File: config.mk
export PLATFORM = sky130hd
export DESIGN_NAME = artifact_blanker
export DESIGN_NICKNAME = d
export VERILOG_FILES = /design/src/rtl/artifact_blanker_pkg.sv /design/src/rtl/artifact_blanker_crossfade_mac.sv /design/src/rtl/artifact_blanker.sv
export SDC_FILE = /design/constraint.sdc
export NUM_CORES = 1
export LEC_CHECK = 0
export ABC_AREA = 1
export BUFFER_PORTS_ARGS = -buffer_cell sky130_fd_sc_hd__buf_4
export CAP_MARGIN = 20
export CELL_PAD_IN_SITES_DETAIL_PLACEMENT = 1
export CELL_PAD_IN_SITES_GLOBAL_PLACEMENT = 1
export CORE_ASPECT_RATIO = 0.8
export CORE_UTILIZATION = 30
export CTS_CLUSTER_SIZE = 12
export DETAILED_ROUTE_END_ITERATION = 8
export PLACE_DENSITY = 0.68
export SLEW_MARGIN = 25
export SYNTH_ARGS = -nofsm -noshare
export SYNTH_HDL_FRONTEND = slang
export SYNTH_SLANG_ARGS = --single-unit
export TNS_END_PERCENT = 1
File: constraint.sdc
create_clock -name clk -period 9.6 [get_ports clk]
set_input_delay 0.48 -clock clk [delete_from_list [all_inputs] [get_ports clk]]
set_output_delay 0.48 -clock clk [all_outputs]
set_load 0.02 [all_outputs]
File: src/rtl/artifact_blanker_pkg.sv
// Shared definitions for the artifact blanker: FSM encoding, sample width
// and the saturating counter helper used for the hold-event count.
package artifact_pkg;

   localparam int SAMPLE_W = 16;
   localparam int STATE_W  = 2;

   typedef logic signed [SAMPLE_W-1:0] sample_t;
   typedef logic [STATE_W-1:0]         state_t;

   localparam state_t ST_PASS  = 2'd0;
   localparam state_t ST_HOLD  = 2'd1;
   localparam state_t ST_RAMP  = 2'd2;
   localparam state_t ST_FAULT = 2'd3;

   // Increment that sticks at all-ones instead of wrapping.
   function automatic logic [15:0] sat_inc16(input logic [15:0] v);
      if (v == 16'hFFFF) begin
         return v;
      end else begin
         return v + 16'd1;
      end
   endfunction

endpackage

File: src/rtl/artifact_blanker_crossfade_mac.sv
// Combinational crossfade: held + ((live - held) * step_n) >>> RAMP_LOG2.
// The product is kept wide enough that no intermediate overflows, and the
// final value always lies between held and live, so truncating back to the
// sample width is exact. At step_n = 2^RAMP_LOG2 the result equals live.
module crossfade_mac
   import artifact_pkg::*;
#(
   parameter int RAMP_LOG2 = 2
) (
   input  logic signed [SAMPLE_W-1:0] i_held,
   input  logic signed [SAMPLE_W-1:0] i_live,
   input  logic        [RAMP_LOG2:0]  i_step_n,
   output logic signed [SAMPLE_W-1:0] o_blend
);

   localparam int DW = SAMPLE_W + 1;
   localparam int PW = 18 + RAMP_LOG2;

   logic signed [DW-1:0] w_diff;
   logic signed [PW-1:0] w_diff_ext;
   logic signed [PW-1:0] w_step_ext;
   logic signed [PW-1:0] w_held_ext;
   logic signed [PW-1:0] w_prod;
   logic signed [PW-1:0] w_shift;

   // 17-bit difference cannot overflow for any pair of 16-bit samples.
   assign w_diff     = {i_live[SAMPLE_W-1], i_live} - {i_held[SAMPLE_W-1], i_held};
   assign w_diff_ext = {{(PW-DW){w_diff[DW-1]}}, w_diff};
   // Step count is a non-negative magnitude, so it is zero-extended.
   assign w_step_ext = {{(PW-RAMP_LOG2-1){1'b0}}, i_step_n};
   assign w_held_ext = {{(PW-SAMPLE_W){i_held[SAMPLE_W-1]}}, i_held};
   assign w_prod     = w_diff_ext * w_step_ext;
   // Arithmetic shift floors toward minus infinity for negative deltas.
   assign w_shift    = w_prod >>> RAMP_LOG2;
   assign o_blend    = SAMPLE_W'(w_held_ext + w_shift);

endmodule

File: src/rtl/artifact_blanker.sv
// Artifact blanker: passes ECG samples through, holds the last good output
// while the range guard asserts freeze, crossfades back to live over
// 2^RAMP_LOG2 samples on release, and latches a fault on an over-long freeze.
module artifact_blanker
   import artifact_pkg::*;
#(
   parameter int RAMP_LOG2  = 2,
   parameter int MAX_FREEZE = 20000
) (
   input  logic                       clk,
   input  logic                       rst,
   input  logic                       i_freeze,
   input  logic signed [SAMPLE_W-1:0] i_in_sample,
   input  logic                       i_in_valid,
   input  logic                       i_clear_fault,
   output logic signed [SAMPLE_W-1:0] o_out_sample,
   output logic                       o_out_valid,
   output logic                       o_blanking,
   output logic                       o_fault,
   output logic        [15:0]         o_event_count
);

   localparam int SW  = RAMP_LOG2 + 1;
   localparam int FCW = $clog2(MAX_FREEZE + 1);
   localparam logic [SW-1:0]  STEP_LAST = SW'(1 << RAMP_LOG2);
   // Entering HOLD already counts one frozen clock, so the escalation fires
   // on the clock that brings the count up to MAX_FREEZE.
   localparam logic [FCW-1:0] FRZ_LAST  = FCW'(MAX_FREEZE - 1);

   state_t                      r_state;
   logic signed [SAMPLE_W-1:0]  r_out_sample;
   logic                        r_out_valid;
   logic                        r_blanking;
   logic                        r_fault;
   logic [15:0]                 r_event_count;
   logic signed [SAMPLE_W-1:0]  r_held;
   logic [SW-1:0]               r_step;
   logic [FCW-1:0]              r_frz_cnt;

   state_t                      w_state_nx;
   logic signed [SAMPLE_W-1:0]  w_out_nx;
   logic signed [SAMPLE_W-1:0]  w_held_nx;
   logic [SW-1:0]               w_step_nx;
   logic [FCW-1:0]              w_frz_nx;
   logic [15:0]                 w_evt_nx;
   logic [SW-1:0]               w_step_n;
   logic signed [SAMPLE_W-1:0]  w_blend;

   assign w_step_n = r_step + SW'(1);

   crossfade_mac #(
      .RAMP_LOG2 (RAMP_LOG2)
   ) u_mac (
      .i_held   (r_held),
      .i_live   (i_in_sample),
      .i_step_n (w_step_n),
      .o_blend  (w_blend)
   );

   // Next-state and next-output decode for the blanking FSM.
   always_comb begin
      w_state_nx = r_state;
      w_out_nx   = r_out_sample;
      w_held_nx  = r_held;
      w_step_nx  = r_step;
      w_frz_nx   = r_frz_cnt;
      w_evt_nx   = r_event_count;
      case (r_state)
         ST_PASS: begin
            if (i_freeze) begin
               // Freeze wins over a same-cycle strobe: output stays put.
               w_state_nx = ST_HOLD;
               w_held_nx  = r_out_sample;
               w_evt_nx   = sat_inc16(r_event_count);
               w_frz_nx   = FCW'(1);
            end else if (i_in_valid) begin
               w_out_nx = i_in_sample;
            end else begin
               w_out_nx = r_out_sample;
            end
         end
         ST_HOLD: begin
            if (i_in_valid) begin
               w_out_nx = r_held;
            end else begin
               w_out_nx = r_out_sample;
            end
            if (i_freeze) begin
               w_frz_nx = r_frz_cnt + FCW'(1);
               if (r_frz_cnt >= FRZ_LAST) begin
                  w_state_nx = ST_FAULT;
               end else begin
                  w_state_nx = ST_HOLD;
               end
            end else begin
               w_state_nx = ST_RAMP;
               w_step_nx  = {SW{1'b0}};
               w_frz_nx   = {FCW{1'b0}};
            end
         end
         ST_RAMP: begin
            if (i_freeze) begin
               // Re-freeze mid-ramp holds the partially blended value.
               w_state_nx = ST_HOLD;
               w_held_nx  = r_out_sample;
               w_evt_nx   = sat_inc16(r_event_count);
               w_frz_nx   = FCW'(1);
            end else if (i_in_valid) begin
               w_out_nx = w_blend;
               if (w_step_n == STEP_LAST) begin
                  w_state_nx = ST_PASS;
                  w_step_nx  = {SW{1'b0}};
               end else begin
                  w_state_nx = ST_RAMP;
                  w_step_nx  = w_step_n;
               end
            end else begin
               w_out_nx = r_out_sample;
            end
         end
         ST_FAULT: begin
            if (i_in_valid) begin
               w_out_nx = {SAMPLE_W{1'b0}};
            end else begin
               w_out_nx = r_out_sample;
            end
            if (i_clear_fault && !i_freeze) begin
               w_state_nx = ST_PASS;
               w_frz_nx   = {FCW{1'b0}};
            end else begin
               w_state_nx = ST_FAULT;
            end
         end
         default: begin
            w_state_nx = ST_PASS;
         end
      endcase
   end

   // State, datapath and status registers; flags track the next state so
   // they change on the same clock as the state register.
   always_ff @(posedge clk) begin
      if (rst) begin
         r_state       <= ST_PASS;
         r_out_sample  <= {SAMPLE_W{1'b0}};
         r_out_valid   <= 1'b0;
         r_blanking    <= 1'b0;
         r_fault       <= 1'b0;
         r_event_count <= 16'd0;
         r_held        <= {SAMPLE_W{1'b0}};
         r_step        <= {SW{1'b0}};
         r_frz_cnt     <= {FCW{1'b0}};
      end else begin
         r_state       <= w_state_nx;
         r_out_sample  <= w_out_nx;
         r_out_valid   <= i_in_valid;
         r_blanking    <= (w_state_nx != ST_PASS);
         r_fault       <= (w_state_nx == ST_FAULT);
         r_event_count <= w_evt_nx;
         r_held        <= w_held_nx;
         r_step        <= w_step_nx;
         r_frz_cnt     <= w_frz_nx;
      end
   end

   assign o_out_sample  = r_out_sample;
   assign o_out_valid   = r_out_valid;
   assign o_blanking    = r_blanking;
   assign o_fault       = r_fault;
   assign o_event_count = r_event_count;

endmodule

==> run metrics <==
sequential share of power 29.2%; fillcell total 2672; Post-DRT Antenna Nets 0; largest family of logic cells by synthesized area simple AND/OR/NAND/NOR gates; Worst Max-Slew Pin Slew 0.918 ns; GPL Wtd Cong 0.839; register area share after synthesis 22.5%; Overall Global Routing Usage 18.3%; Crit Path Class reg -> reg; die height 132 µm; ys flop type dfxtp_1; clock power share 31.0%; Post-CTS Setup Bufs 0; crit share post-route 60.4%; top post-synthesis cells by area dfxtp_1 (22%), ha_1 (13%), inv_1 (10%); area grow syn2layout 16.1%; Die Wd 164 µm; multiplexer area fraction after synthesis 0%; layout cells sized above 1 10.7%; core box area 0.0206 mm²; Worst VDD drop 70.5 µV; synthesized area 0.00632 mm²; synth unique cells 46; H-tree level count 3; Worst EP arrival 6.08 ns; Register Area 0.00142 mm²; Worst Setup Slack, final 3.80 ns; clk_lat worst skew 0.34 ns; DR vias/cell 4.85; Routed WL 18900 µm; Mapped Nets 1049; maxcap violations 0; CP Capture Type flop; RSZ-0062 raised after global routing false; Inserted Clock Buffers 9; nets 1104; slew margin rel. 38.4%; switching share of power 38.7%; leakage 0.00349 µW; area of the multi-input gates 0.00418 mm²; commonest non-fill, non-tap cells in the layout nand2_1 (171), inv_1 (170), a21oi_1 (107); Power Density 150 mW/mm²; Setup WS pre-CTS 3.77 ns; final slew viol count 0; hpwl dp 15400 µm; Port-buffer cells 55; yosys synthesis warning count 0; Mapped Cells 943; outcome finished clean; XOR/XNOR Fraction of Synth Area 4.44%; crit-path max FO 17; CTS root buf clkbuf_16; Worst Path Required 9.88 ns; Final Util 35.5%; final setup vio count 0; endpoints failing hold 0; Top-Level Pins 56; clk slew on worst S/H paths 0.06 ns; Int Power 673 µW; DRT Pass-1 Iters 4; Die Area 0.0216 mm²; Synth async-reset ratio 0%; reg2reg path depth 25; CTS Hold Bufs 0; commonest non-fill, non-tap cell in the layout nand2_1; clock tree buffer depth 2; final worst path period need 5.80 ns; setup TNS 0 ns; DRC 0; GR Overflow Total 0; vias in the first global route 6203; WL/cell 14.9 µm; CTS sink cnt 71; ant diodes 0; NetSw 426 µW; leading area contributor after synthesis dfxtp_1; #FFs+latches synth 71; first-pass GRT wire length 31600 µm; area share of and/or/nand/nor cells after synthesis 23.6%; DR iter-0 viols 360; worst hold path type in -> reg; startpoint class of the critical path flop; adder-cell share of the synthesized area 18.9%; Synth top area share 22.5%; hold depth 3; initial antenna violation count 0; Initial Util 30.6%; EDFF count, synth 0; Site Rows 47; R2R Setup Slk 3.80 ns; largest net degree at the start of global routing 43; clock skew 0.00892 ns; Synth Area in Compound Gates 19.2%; CTS tree done; Comb power frac 39.8%; vias post-DR 6165; Avg Cell Area, Syn 6.70 µm²; fmax 0.172 GHz; post_cts resized 0
-- metrics by stage --
step / power (µW) / instance area [µm²] / hold slack [ns] / std cells
2_1_floorplan: 645 / 6320 / 0.422 / 943
3_3_place_gp: 761 / 7040 / 0.443 / 1256
3_5_place_dp: 767 / 7040 / 0.450 / 1256
4_1_cts: 1110 / 7340 / 0.424 / 1272
5_1_grt: 1190 / 7340 / 0.448 / 1272
6_report: 1100 / 7340 / 0.426 / 1272
-- worst paths after layout --
check / end / start
worst max-delay path: o_out_sample[15]$_SDFFE_PP0P_ / r_step[0]$_SDFFE_PP0P_
worst min-delay path: o_out_valid$_SDFF_PP0_ / i_in_valid
worst max register to register: o_out_sample[15]$_SDFFE_PP0P_ / r_step[0]$_SDFFE_PP0P_
worst min register to register: r_frz_cnt[12]$_SDFFE_PP0P_ / r_frz_cnt[12]$_SDFFE_PP0P_
-- power groups by stage --
stage | clock (µW) | combinational, µW | sequential, µW
final | 340 | 438 | 321
after global routing | 363 | 505 | 322
after CTS | 348 | 443 | 321
after detailed placement | 0 | 440 | 327
after global placement | 0 | 434 | 327
after floorplan | 0 | 314 | 331
-- synthesized netlist by cell type, types with 2 or more instances --
cell      count
a211oi_1      3
a21o_1        3
a21oi_1     107
a221oi_1      4
a31oi_1      15
clkbuf_1     14
dfxtp_1      71
fa_1         17
ha_1         68
inv_1       171
inv_2         2
nand2_1     171
nand2_2       8
nand3_1      37
nand3_2       2
nand4_1       3
nor2_1       87
nor2_2        3
nor3_1        9
nor3_2        2
nor4_1        5
o211ai_1      5
o21a_1        3
o21ai_0      63
o21ai_1       6
o21bai_1      7
or2_2         8
xnor2_1       9
xor2_1       23
-- registers in the layout, indices dropped and copies added (netlist names) --
signal         flops
o_out_valid        1
r_step             3
r_frz_cnt         15
o_blanking         1
r_held            16
r_state            2
o_event_count     16
o_fault            1
o_out_sample      16
-- cells by family after synthesis --
family / Yosys count
AO/OA/AOI/OAI: 221
XOR/XNOR: 32
adder cells (fa/ha/maj): 85
buffers and inverters: 190
flip-flops: 71
AND/OR/NAND/NOR: 344
-- final cells by class --
| cell class | count | area share (%) |
|---|---|---|
| Timing Repair Buffer | 60 | 6.14 |
| Clock inverter | 3 | 0.580 |
| Tap cell | 269 | 4.59 |
| Multi-Input combinational cell | 682 | 57.0 |
| Sequential cell | 71 | 19.4 |
| Inverter | 174 | 8.94 |
| Clock buffer | 13 | 3.41 |
-- worst max-delay path, stage by stage, from the launching register on --
cell and delay (ns):
dfxtp_1 0.49, ha_1 0.32, or2_2 0.27, nand2_1 0.50
nor2_1 0.09, ha_1 0.29, inv_1 0.05, fa_1 0.52
fa_1 0.48, o21ai_1 0.34, a21oi_1 0.18, o21ai_1 0.24
a21oi_1 0.12, o21bai_1 0.22, nand2_1 0.08, nand2_1 0.07
a21oi_1 0.07, xnor2_1 0.20, ha_1 0.30, a21oi_1 0.18
o21ai_0 0.11, a21oi_1 0.13, nand2_1 0.14, nand3_1 0.14
nand3_2 0.08, a21oi_2 0.11
-- layer usage --
layer | share of wire [%] | vias to the layer above | track usage (%)
met5 | 0 | - | 0
met3 | 3.2 | 6 | 2.80
met4 | 0.35 | 0 | 2.78
met1 | 52 | 2912 | 26.7
met2 | 44 | 83 | 28.5
li1 | - | 3164 | -
(Power assumes the default switching activity.)
